[src/rtl/hex7seg_scan.sv]
// Multiplexed 7-segment scanner with double-buffered display data and frame-aligned commit.
// Optional build macro HEX7SEG_LZB_EN enables leading-zero blanking.
module hex7seg_scan #(
    parameter int NDIGITS = 8,
    parameter int DIV     = 50000,
    parameter int GUARD   = 2
) (
    input  logic                   clk,
    input  logic                   reset,
    input  logic [5*NDIGITS-1:0]   data_in,
    input  logic [NDIGITS-1:0]     dp_in,
    input  logic                   load,
    output logic                   load_ack,
    output logic [NDIGITS-1:0]     an,
    output logic [6:0]             a2g,
    output logic                   dp,
    output logic                   frame_done
);

    localparam int              PW         = (DIV > 1) ? $clog2(DIV) : 1;
    localparam int              IW         = $clog2(NDIGITS);
    localparam logic [PW-1:0]   PRESC_LAST = PW'(DIV - 1);
    localparam logic [IW-1:0]   IDX_LAST   = IW'(NDIGITS - 1);
    localparam logic [PW-1:0]   GUARD_END  = PW'(GUARD);
    localparam logic [4:0]      CODE_BLANK = 5'd31;

    logic [PW-1:0]          presc_q, presc_d;
    logic [IW-1:0]          idx_q, idx_d;
    logic                   pending_q, pending_d;
    logic [5*NDIGITS-1:0]   stage_code_q, stage_code_d;
    logic [NDIGITS-1:0]     stage_dp_q, stage_dp_d;
    logic [5*NDIGITS-1:0]   shadow_code_q, shadow_code_d;
    logic [NDIGITS-1:0]     shadow_dp_q, shadow_dp_d;
    logic [NDIGITS-1:0]     an_q, an_d;
    logic [6:0]             a2g_q, a2g_d;
    logic                   dp_q, dp_d;
    logic                   frame_done_q, frame_done_d;
    logic                   load_ack_q, load_ack_d;

    logic                   slot_wrap;
    logic                   frame_wrap;
    logic                   in_guard;
    logic [4:0]             cur_code;
    logic                   cur_dp;
    logic                   cur_blank;
    logic [NDIGITS-1:0]     lz_blank;
`ifdef HEX7SEG_LZB_EN
    logic                   lz_run;
`endif

    function automatic logic [6:0] seg_decode(input logic [4:0] code);
        logic [6:0] seg;
        case (code)
            5'd0:    seg = 7'b1000000;
            5'd1:    seg = 7'b1111001;
            5'd2:    seg = 7'b0100100;
            5'd3:    seg = 7'b0110000;
            5'd4:    seg = 7'b0011001;
            5'd5:    seg = 7'b0010010;
            5'd6:    seg = 7'b0000010;
            5'd7:    seg = 7'b1111000;
            5'd8:    seg = 7'b0000000;
            5'd9:    seg = 7'b0010000;
            5'd10:   seg = 7'b0001000;
            5'd11:   seg = 7'b0000011;
            5'd12:   seg = 7'b1000110;
            5'd13:   seg = 7'b0100001;
            5'd14:   seg = 7'b0000110;
            5'd15:   seg = 7'b0001110;
            5'd16:   seg = 7'b0110111;
            5'd17:   seg = 7'b0111001;
            5'd18:   seg = 7'b0111111;
            default: seg = 7'b1111111;
        endcase
        return seg;
    endfunction

    always_comb begin
        slot_wrap  = (presc_q == PRESC_LAST);
        frame_wrap = slot_wrap && (idx_q == IDX_LAST);
        in_guard   = (presc_q < GUARD_END);

        presc_d = slot_wrap ? '0 : presc_q + 1'b1;
        idx_d   = idx_q;
        if (slot_wrap) begin
            idx_d = (idx_q == IDX_LAST) ? '0 : idx_q + 1'b1;
        end

        // Commit uses pre-edge staging; a coincident load refills staging and keeps pending set.
        stage_code_d  = stage_code_q;
        stage_dp_d    = stage_dp_q;
        shadow_code_d = shadow_code_q;
        shadow_dp_d   = shadow_dp_q;
        pending_d     = pending_q;
        load_ack_d    = 1'b0;
        if (frame_wrap && pending_q) begin
            shadow_code_d = stage_code_q;
            shadow_dp_d   = stage_dp_q;
            pending_d     = 1'b0;
            load_ack_d    = 1'b1;
        end
        if (load) begin
            stage_code_d = data_in;
            stage_dp_d   = dp_in;
            pending_d    = 1'b1;
        end
        frame_done_d = frame_wrap;

        lz_blank = '0;
`ifdef HEX7SEG_LZB_EN
        lz_run = 1'b1;
        for (int i = NDIGITS - 1; i >= 1; i--) begin
            lz_run      = lz_run && (shadow_code_q[5*i +: 5] == 5'd0);
            lz_blank[i] = lz_run;
        end
`endif

        cur_code  = CODE_BLANK;
        cur_dp    = 1'b0;
        cur_blank = 1'b0;
        for (int i = 0; i < NDIGITS; i++) begin
            if (idx_q == IW'(i)) begin
                cur_code  = shadow_code_q[5*i +: 5];
                cur_dp    = shadow_dp_q[i];
                cur_blank = lz_blank[i];
            end
        end

        for (int i = 0; i < NDIGITS; i++) begin
            an_d[i] = in_guard || (idx_q != IW'(i));
        end
        a2g_d = (in_guard || cur_blank) ? 7'b1111111 : seg_decode(cur_code);
        dp_d  = in_guard || !cur_dp;
    end

    always_ff @(posedge clk) begin
        if (reset) begin
            presc_q       <= '0;
            idx_q         <= '0;
            pending_q     <= 1'b0;
            stage_code_q  <= {NDIGITS{CODE_BLANK}};
            stage_dp_q    <= '0;
            shadow_code_q <= {NDIGITS{CODE_BLANK}};
            shadow_dp_q   <= '0;
            an_q          <= '1;
            a2g_q         <= 7'b1111111;
            dp_q          <= 1'b1;
            frame_done_q  <= 1'b0;
            load_ack_q    <= 1'b0;
        end else begin
            presc_q       <= presc_d;
            idx_q         <= idx_d;
            pending_q     <= pending_d;
            stage_code_q  <= stage_code_d;
            stage_dp_q    <= stage_dp_d;
            shadow_code_q <= shadow_code_d;
            shadow_dp_q   <= shadow_dp_d;
            an_q          <= an_d;
            a2g_q         <= a2g_d;
            dp_q          <= dp_d;
            frame_done_q  <= frame_done_d;
            load_ack_q    <= load_ack_d;
        end
    end

    assign an         = an_q;
    assign a2g        = a2g_q;
    assign dp         = dp_q;
    assign frame_done = frame_done_q;
    assign load_ack   = load_ack_q;

endmodule

[config.mk]
export PLATFORM = sky130hd
export DESIGN_NAME = hex7seg_scan
export DESIGN_NICKNAME = d
export VERILOG_FILES = /design/src/rtl/hex7seg_scan.sv
export SDC_FILE = /design/constraint.sdc
export NUM_CORES = 1
export LEC_CHECK = 0
export ABC_CLOCK_PERIOD_IN_PS = 8700
export BUFFER_PORTS_ARGS = -buffer_cell sky130_fd_sc_hd__buf_2
export CAP_MARGIN = 10
export CORE_ASPECT_RATIO = 0.6
export CORE_MARGIN = 8
export CORE_UTILIZATION = 62
export DETAILED_ROUTE_END_ITERATION = 8
export GPL_TIMING_DRIVEN = 0
export MAX_ROUTING_LAYER = met4
export PLACE_DENSITY = 0.91
export SLEW_MARGIN = 0
export SYNTH_ARGS = -nofsm -noshare
export SYNTH_HDL_FRONTEND = slang
export SYNTH_SLANG_ARGS = --single-unit
[constraint.sdc]
create_clock -name clk -period 8.7 [get_ports clk]
set_clock_uncertainty 0.1 [all_clocks]
set_input_delay 1.74 -clock clk [delete_from_list [all_inputs] [get_ports clk]]
set_output_delay 1.74 -clock clk [all_outputs]
set_load 0.02 [all_outputs]
==> flow_summary.toml, run 1 <==
[cts]
cts_sinks = 134
post_cts_buffers = 0
cts_tree = "yes"
path_clk_slew_ps = 60
htreeDepth = 4
cts-root-buf = "clkbuf_16"
clockBufferDepth = 2
ctsHoldBuffers = 0
cts-resized-gates = 0
clock_latency_ps = 420
cts_made_buffers = 17

[timing]
worstMarginPinSlew_ps = 848
timing.fmax_mhz = 250
drv_slew = 0
fin_hold_ws_ps = 351
slew_headroom = 0.435
hold_viol_final = 0
finalCriticalPeriod_ps = 4000
rsz0062_at_grt = "false"
fin_tns_setup_ps = 0
fin_crit_sh = 0.459
setup_viol = 0

[die]
num_rows = 27
coreArea_sq_um = 9050
start_util = 0.630
die_width_um = 140
die_area_sq_um = 12600
num_io_pins = 69
die_h_um = 90.3

[synthesis]
synthCells = 654
synth.avg_cell_area_sq_um = 8.72
synth_simple_gate_area_frac = 0.259
synthXorXnorAreaFrac = 0.0230
synth.distinct_cells = 48
synth_top_family_by_area = "simple AND/OR/NAND/NOR gates"
synth_warnings = 0
ys_ff_latch = 134
synth_edf_count = 0
synthMuxAreaShare = 0.0195
synth_nets = 718
synthAdderAreaFrac = 0.0285
async_flop_share = 0
ys.flop_type = "dfxtp_1"
synth-compound-area-share = 0.150
ys_seq_area_frac = 0.470
syn_area_sq_um = 5700

[pwr]
leakage_nw = 2.96
swShare = 0.206
power_mw = 1.49
seq_power_share = 0.429
clock_power_share = 0.527
powerDensity_nw_per_um2 = 219
p_int_mw = 1.19
p_comb_frac = 0.044
p_switching_mw = 0.308
vdd_drop_max_v = 0.000146

[route]
drc = 0
drtIter0Drc = 488
wirelength_um = 15200
first_pass_iters = 5
vias = 5028
drt-vias-per-instance = 5.79
wl_per_cell_um = 17.5
antenna_left = 0

[cells_and_area]
syn_to_final_growth_pct = 19.9
design_area_sq_um = 6840
drive_gt1_frac = 0.149
finish.utilization = 0.755
final_nets = 804
antenna_cells = 0

[setup_path]
crit_chain = "buf_2 > clkinv_1 > ha_1 > clkbuf_1 > nor2_1 > o311a_1 > o22ai_1 > a21oi_1 > clkbuf_1 > nand2_1 > o221ai_1 > nand2_1"
arrival_ps = 4190
critPathKind = "reg2reg"
cp.required_ps = 8890
start_kind = "flop"
worstPathMaxFanout = 10
crit_path_end_kind = "flop"
cp_slowest_cell = "a21oi_1"
slowest_delay_ps = 640

[placement]
port_buffers = 67
dpl_cell_area_sq_um = 6180
dpl.hpwl_um = 10600
gp_congestion = 0.950

[grt]
grt_start_max_net_pins = 17
grt_pass1_vias = 5058
grt_antenna_before_repair = 0
overflow = 0
grt_first_pass_wirelength_um = 24700
grtUsageTotal = 0.249

[flow_run]
max_cap_viol_count = 0

[worst_hold_path]
min_path_type = "reg2reg"

[outcome]
outcome = "finished clean"
## layout by cell type (no fill, tap or decap), types with 15 or more instances in the layout
cell type  netlist  routed
clkbuf_16        0      17
nand3b_1        38      38
nand2_1        119     119
nor2_1          45      45
dfxtp_1        134     134
a211o_1         45      45
a21oi_1         24      24
nor2b_1         45      45
clkbuf_1        33      34
inv_1           17      17
buf_2            7      74
o21ai_0         15      15
## metrics by stage
stage,setup slack (ps),cells
floorplan,5690,654
global placement,4910,837
detailed placement,4900,837
CTS,4850,868
global route,4450,868
finish,4700,868
## layout make-up
| class | count | area, sq um |
|---|---|---|
| Sequential cell | 134 | 2680 |
| Buffer | 49 | 211 |
| Timing Repair Buffer | 67 | 335 |
| Multi-Input combinational cell | 453 | 2740 |
| Tap cell | 116 | 145 |
| Fill cell | 639 | 2220 |
| Clock inverter | 7 | 140 |
| Clock buffer | 24 | 512 |
| Inverter | 18 | 67.6 |
## sequential cells by signal, summed over array words and instances, names as in the netlist, 3 cells and up
register       cells
shadow_code_q     40
an                 8
a2g                7
presc_q           16
shadow_dp_q        8
stage_code_q      40
idx_q              3
stage_dp_q         8
## power groups by stage
stage                     clock network (mW)  logic, mW  registers (mW)
final                                  0.787     0.0663           0.641
after CTS                              0.787     0.0657           0.641
after detailed placement                   0     0.0649           0.654
after global placement                     0     0.0609           0.653
after floorplan                            0     0.0413           0.651
after global routing                   0.815     0.0725           0.642
## worst max-delay path, delay by kind of cell (launching register included)
family	cells	cell delay, ps
AO/OA/AOI/OAI	4	1240
adder cells (fa/ha/maj)	1	290
buffers and inverters	4	1180
AND/OR/NAND/NOR	3	670
flip-flops	1	400
## layer usage
metal | global-route usage | wire (um) | vias to the layer above
li1 | - | - | 2400
met1 | 0.301 | 6680 | 2342
met2 | 0.382 | 6740 | 252
met3 | 0.0797 | 1430 | 34
met4 | 0.0925 | 311 | 0
met5 | - | 0 | -
## synthesized netlist by cell type, types with 13 or more instances
library cell,instances,area (sq um)
a211o_1,45,394
a21oi_1,24,120
clkbuf_1,33,124
dfxtp_1,134,2680
ha_1,13,163
inv_1,17,63.8
nand2_1,119,447
nand3_1,14,70.1
nand3b_1,38,285
nor2_1,45,169
nor2b_1,45,282
o21ai_0,15,75.1
## cells by family (layout without fill, tap and decap cells)
kind of cell,Yosys count,in the layout
AOI/OAI and AO/OA,119,119
and+or+nand+nor,295,295
adders and majority gates,13,13
xor gates and xnor gates,15,15
muxes,11,11
buffers and inverters,67,165
DFF,134,134
## worst paths after layout
kind	start	end	slack [ps]	depth (start not counted)
worst max-delay path	idx_q[2]	a2g[0]	4700	12
worst min-delay path	presc_q[0]	presc_q[0]	350	1
worst max register to register	idx_q[2]	a2g[0]	4700	12
worst min register to register	presc_q[0]	presc_q[0]	350	1
Power figures use the tool's default switching activity.
==> inputs of run 2 (changes only) <==
--- a/config.mk
+++ b/config.mk
@@ -5,16 +5,16 @@
 export SDC_FILE = /design/constraint.sdc
 export NUM_CORES = 1
 export LEC_CHECK = 0
-export ABC_CLOCK_PERIOD_IN_PS = 8700
+export ABC_CLOCK_PERIOD_IN_PS = 3360
 export BUFFER_PORTS_ARGS = -buffer_cell sky130_fd_sc_hd__buf_2
 export CAP_MARGIN = 10
 export CORE_ASPECT_RATIO = 0.6
 export CORE_MARGIN = 8
-export CORE_UTILIZATION = 62
+export CORE_UTILIZATION = 52
 export DETAILED_ROUTE_END_ITERATION = 8
 export GPL_TIMING_DRIVEN = 0
 export MAX_ROUTING_LAYER = met4
-export PLACE_DENSITY = 0.91
+export PLACE_DENSITY = 0.82
 export SLEW_MARGIN = 0
 export SYNTH_ARGS = -nofsm -noshare
 export SYNTH_HDL_FRONTEND = slang
==> constraint.sdc (replaced) <==
create_clock -name clk -period 3.36 [get_ports clk]
set_clock_uncertainty 0.1 [all_clocks]
set_input_delay 0.672 -clock clk [delete_from_list [all_inputs] [get_ports clk]]
set_output_delay 0.672 -clock clk [all_outputs]
set_load 0.02 [all_outputs]
==> flow_summary.toml, run 2 (same netlist as run 1, synthesis figures left out) <==
[outcome]
outcome = "finished clean"

[cts]
cts_made_buffers = 17
htreeDepth = 4
clockBufferDepth = 2
cts_sinks = 134
clock_latency_ps = 410
cts-root-buf = "clkbuf_16"
cts_tree = "yes"
path_clk_slew_ps = 60

[timing]
drv_slew = 0
setup_viol = 0
fin_crit_sh = 0.932
rsz0062_at_grt = "false"
worstMarginPinSlew_ps = 866
slew_headroom = 0.423
fin_hold_ws_ps = 342
finalCriticalPeriod_ps = 3130
hold_viol_final = 0
timing.fmax_mhz = 319

[route]
drc = 0
wirelength_um = 14900
wl_per_cell_um = 16.7
drt-vias-per-instance = 5.59
first_pass_iters = 5
antenna_left = 0
vias = 4987
drtIter0Drc = 336

[pwr]
p_int_mw = 3.07
swShare = 0.208
p_switching_mw = 0.809
clock_power_share = 0.529
seq_power_share = 0.428
power_mw = 3.88
vdd_drop_max_v = 0.000414
p_comb_frac = 0.043
leakage_nw = 2.99
powerDensity_nw_per_um2 = 561

[setup_path]
start_kind = "flop"
cp.required_ps = 3540
rr_startpoint = "idx_q[0]"
r2r-end = "a2g[3]"
crit_path_end_kind = "flop"
critPathKind = "reg2reg"
worstPathMaxFanout = 10
r2r_cells = 13
arrival_ps = 3320
r2r_slack_ps = 230

[cells_and_area]
reg.largest.list = "shadow_code_q x40, stage_code_q x40, presc_q x16"
final_nets = 805
stdcell_count = 892
n_fill_cell = 889
multi_input_area_sq_um = 2770
final_common_cell = "dfxtp_1"
seq_area_sq_um = 2680
mostFrequentLayoutCells = "134 x dfxtp_1, 119 x nand2_1, 74 x buf_2"
syn_to_final_growth_pct = 21.3
drive_gt1_frac = 0.169
antenna_cells = 0

[placement]
port_buffers = 67
dpl.hpwl_um = 10700
dp.cells = 860
gp_congestion = 0.893

[die]
start_util = 0.536
die_area_sq_um = 14700
num_rows = 29
die_width_um = 151
die_h_um = 97.1
num_io_pins = 69
coreArea_sq_um = 10600

[grt]
grt_first_pass_wirelength_um = 24300
grt_start_max_net_pins = 17
grt_pass1_vias = 5064
grt_antenna_before_repair = 0
grtUsageTotal = 0.210
overflow = 0

[worst_hold_path]
whs_endpoint = "presc_q[0]"
hp-start = "presc_q[0]"
min_path_type = "reg2reg"
min_delay_path_depth = 1

[flow_run]
max_cap_viol_count = 0
-- run 2: cell types whose count changed in the layout (fill, tap and decap cells not counted), sizes merged --
| cell | before | now |
|---|---|---|
| clkbuf | 57 | 51 |
| clkinv | 2 | 6 |
| buf | 83 | 85 |
| bufinv | 4 | 5 |
-- run 2: power by group through the flow --
stage	Combinational [mW]	Clock (mW)	Sequential, mW
floorplan	0.107	0	1.69
global placement	0.159	0	1.69
detailed placement	0.167	0	1.69
CTS	0.169	2.06	1.66
global route	0.186	2.14	1.66
finish	0.169	2.05	1.66
-- run 2: how the worst max path moves through the flow --
stage	from	end	slack [ps]	cells past startpoint
floorplan	idx_q[2]	a2g[0]	370	12
global placement	idx_q[2]	a2g[0]	-440	12
detailed placement	idx_q[2]	a2g[0]	-420	12
CTS	idx_q[0]	a2g[3]	70	13
global route	idx_q[0]	a2g[6]	30	12
finish	idx_q[0]	a2g[3]	230	13
-- run 2: metal layers --
layer | wire length, um | global-route usage | part of all wire
met1 | 7210 | 0.275 | 0.48
met2 | 6530 | 0.310 | 0.44
met3 | 978 | 0.0521 | 0.066
met4 | 203 | 0.0734 | 0.014
met5 | 0 | - | 0
-- run 2: critical path: stages, from the launching register on --
cell and delay [ps]:
dfxtp_1 360, inv_1 110, ha_1 260, clkbuf_1 400
buf_2 350, a31oi_1 140, a21oi_1 150, a211o_1 230
inv_1 140, ha_1 240, inv_1 110, nor2_1 60
a211oi_1 230, o22ai_1 120
-- run 2: metrics by stage --
stage                     setup WS [ps]  setup TNS [ps]   util  instance area (sq um)
final                               229               0  0.651                   6920
after global routing               33.7               0  0.651                   6920
after CTS                          71.0               0  0.649                   6900
after detailed placement           -416           -2210  0.584                   6210
after global placement             -438           -1870  0.584                   6210
after floorplan                     372               0      -                   5700
-- run 2: what timing repair did --
item,4_1_cts,5_1_grt
buffers inserted,1,2
setup endpoints to repair,7,6
cloned,0,0
hold buffers,0,0
pin swaps,1,1
gates resized for setup,9,8
-- run 2: layout make-up --
class / count / area share
tap: 139 / 0.0251
inverter: 18 / 0.00995
timing repair buffer: 70 / 0.0517
clock inverter: 12 / 0.0291
sequential: 134 / 0.388
multi-input combinational: 453 / 0.400
buffer: 47 / 0.0306
clock buffer: 19 / 0.0655
==> inputs of run 3 (changes only) <==
--- a/config.mk
+++ b/config.mk
@@ -15,6 +15,7 @@
 export GPL_TIMING_DRIVEN = 0
 export MAX_ROUTING_LAYER = met4
 export PLACE_DENSITY = 0.82
+export REMOVE_ABC_BUFFERS = 1
 export SLEW_MARGIN = 0
 export SYNTH_ARGS = -nofsm -noshare
 export SYNTH_HDL_FRONTEND = slang
==> flow_summary.toml, run 3 (same netlist as run 1, synthesis figures left out) <==
[pwr]
vdd_drop_max_v = 0.000419
leakage_nw = 2.85
powerDensity_nw_per_um2 = 558
power_mw = 3.73

[setup_path]
r2r_slack_ps = 250
slowest_delay_ps = 520
crit_family = "compound AO/OA/AOI/OAI gates"
rr_startpoint = "idx_q[2]"
cp.required_ps = 3520
r2r_cells = 9
crit_path_end_kind = "flop"
start_kind = "flop"
r2r-end = "a2g[5]"
worstPathMaxFanout = 22
startpoint = "idx_q[2]"
critPathKind = "reg2reg"
cp_num_buf_inv = 1
arrival_ps = 3270
cp_slowest_cell = "a21oi_1"
crit_chain = "clkinv_2 > ha_2 > nor2_1 > o311a_1 > o22ai_1 > a21oi_1 > and2_1 > o21a_1 > o21ai_0"

[placement]
gp_congestion = 0.839
port_buffers = 68
dpl_cell_area_sq_um = 6020
place_ws_ps = -901
dpl.hpwl_um = 8170

[grt]
grt_antenna_before_repair = 0
overflow = 0
grtUsageTotal = 0.182
grt_start_max_net_pins = 106
grt_pass1_vias = 4458
grt_first_pass_wirelength_um = 21200

[cells_and_area]
syn_to_final_growth_pct = 17.3
final_common_cell = "dfxtp_1"
final_nets = 757
reg.largest.list = "shadow_code_q x40, stage_code_q x40, presc_q x16"
n_fill_cell = 902
drive_gt1_frac = 0.164
mostFrequentLayoutCells = "133 x dfxtp_1, 119 x nand2_1, 66 x buf_2"
antenna_cells = 0
design_area_sq_um = 6690
finish.utilization = 0.629

[route]
drtIter0Drc = 320
first_pass_iters = 5
wl_per_cell_um = 15.2
drc = 0
wirelength_um = 12900
vias = 4689
antenna_left = 0
drt-vias-per-instance = 5.55

[timing]
slew_headroom = 0.333
timing.fmax_mhz = 321
drv_slew = 0
rsz0062_at_grt = "false"
setup_viol = 0
fin_crit_sh = 0.926
finalCriticalPeriod_ps = 3110
worstMarginPinSlew_ps = 996
fin_ws_ps = 248
hold_viol_final = 0

[die]
num_io_pins = 69
start_util = 0.536
coreArea_sq_um = 10600
die_h_um = 97.1
die_width_um = 151
die_area_sq_um = 14700
num_rows = 29

[flow_run]
max_cap_viol_count = 0

[cts]
cts_tree = "yes"
path_clk_slew_ps = 60
cts-root-buf = "clkbuf_16"
ctsHoldBuffers = 0
cts_sinks = 134
htreeDepth = 4
cts_made_buffers = 17
clockBufferDepth = 2
clock_latency_ps = 420

[worst_hold_path]
min_path_type = "reg2reg"
hp-start = "presc_q[0]"
min_delay_path_depth = 1
whs_endpoint = "presc_q[0]"

[outcome]
outcome = "finished clean"
## run 3: changes by cell type in the layout (fill, tap and decap cells not counted), sizes merged
| cell | before | now |
|---|---|---|
| clkbuf | 51 | 19 |
| buf | 85 | 69 |
| clkinv | 6 | 8 |
| bufinv | 5 | 4 |
## run 3: power by group
group / total (mW) / switching, mW / leakage [nW] / internal (mW)
registers: 1.66 / 0.0231 / 1.10 / 1.63
logic: 0.153 / 0.0744 / 1.46 / 0.0785
clock network: 1.92 / 0.687 / 0.297 / 1.24
## run 3: final cells by class
type	count	area [sq um]	share of cell area
inverters	18	68.8	0.0103
flip-flops and latches	134	2690	0.401
multi-input cells	453	2800	0.418
well taps	139	174	0.0260
clock buffers	19	433	0.0647
repair buffers	69	353	0.0527
clock inverters	13	181	0.0271
## run 3: worst max path at each step
| stage | slack, ps | cells after the start | end |
|---|---|---|---|
| final | 250 | 9 | a2g[5] |
| after global routing | 20 | 9 | a2g[5] |
| after CTS | 40 | 10 | a2g[0] |
| after detailed placement | -900 | 10 | a2g[0] |
| after global placement | -810 | 9 | a2g[2] |
| after floorplan | 170 | 8 | a2g[6] |
## run 3: metrics by stage
| stage | instances | TNS, ps | hold slack [ps] |
|---|---|---|---|
| after floorplan | 605 | 0 | 313 |
| after global placement | 812 | -14100 | 327 |
| after detailed placement | 812 | -5910 | 340 |
| after CTS | 844 | 0 | 348 |
| after global routing | 845 | 0 | 353 |
| final | 845 | 0 | 346 |
## run 3: layer usage
| layer | GRT usage | wire length, um |
|---|---|---|
| met5 | - | 0 |
| met4 | 0.0727 | 208 |
| met2 | 0.259 | 5690 |
| met3 | 0.0470 | 868 |
| met1 | 0.241 | 6100 |
## run 3: worst register-to-register path: cells and delay by family (launching register included)
family | cells | cell delay (ps)
AOI/OAI and AO/OA | 5 | 1150
adders and majority gates | 1 | 320
buffers and inverters | 1 | 200
DFF | 1 | 510
and+or+nand+nor | 2 | 680
## run 3: what timing repair did
item | CTS | global route
gates resized for setup | 9 | 7
buffers inserted | 0 | 1
pin swaps | 0 | 1
endpoints found under the setup margin | 7 | 7
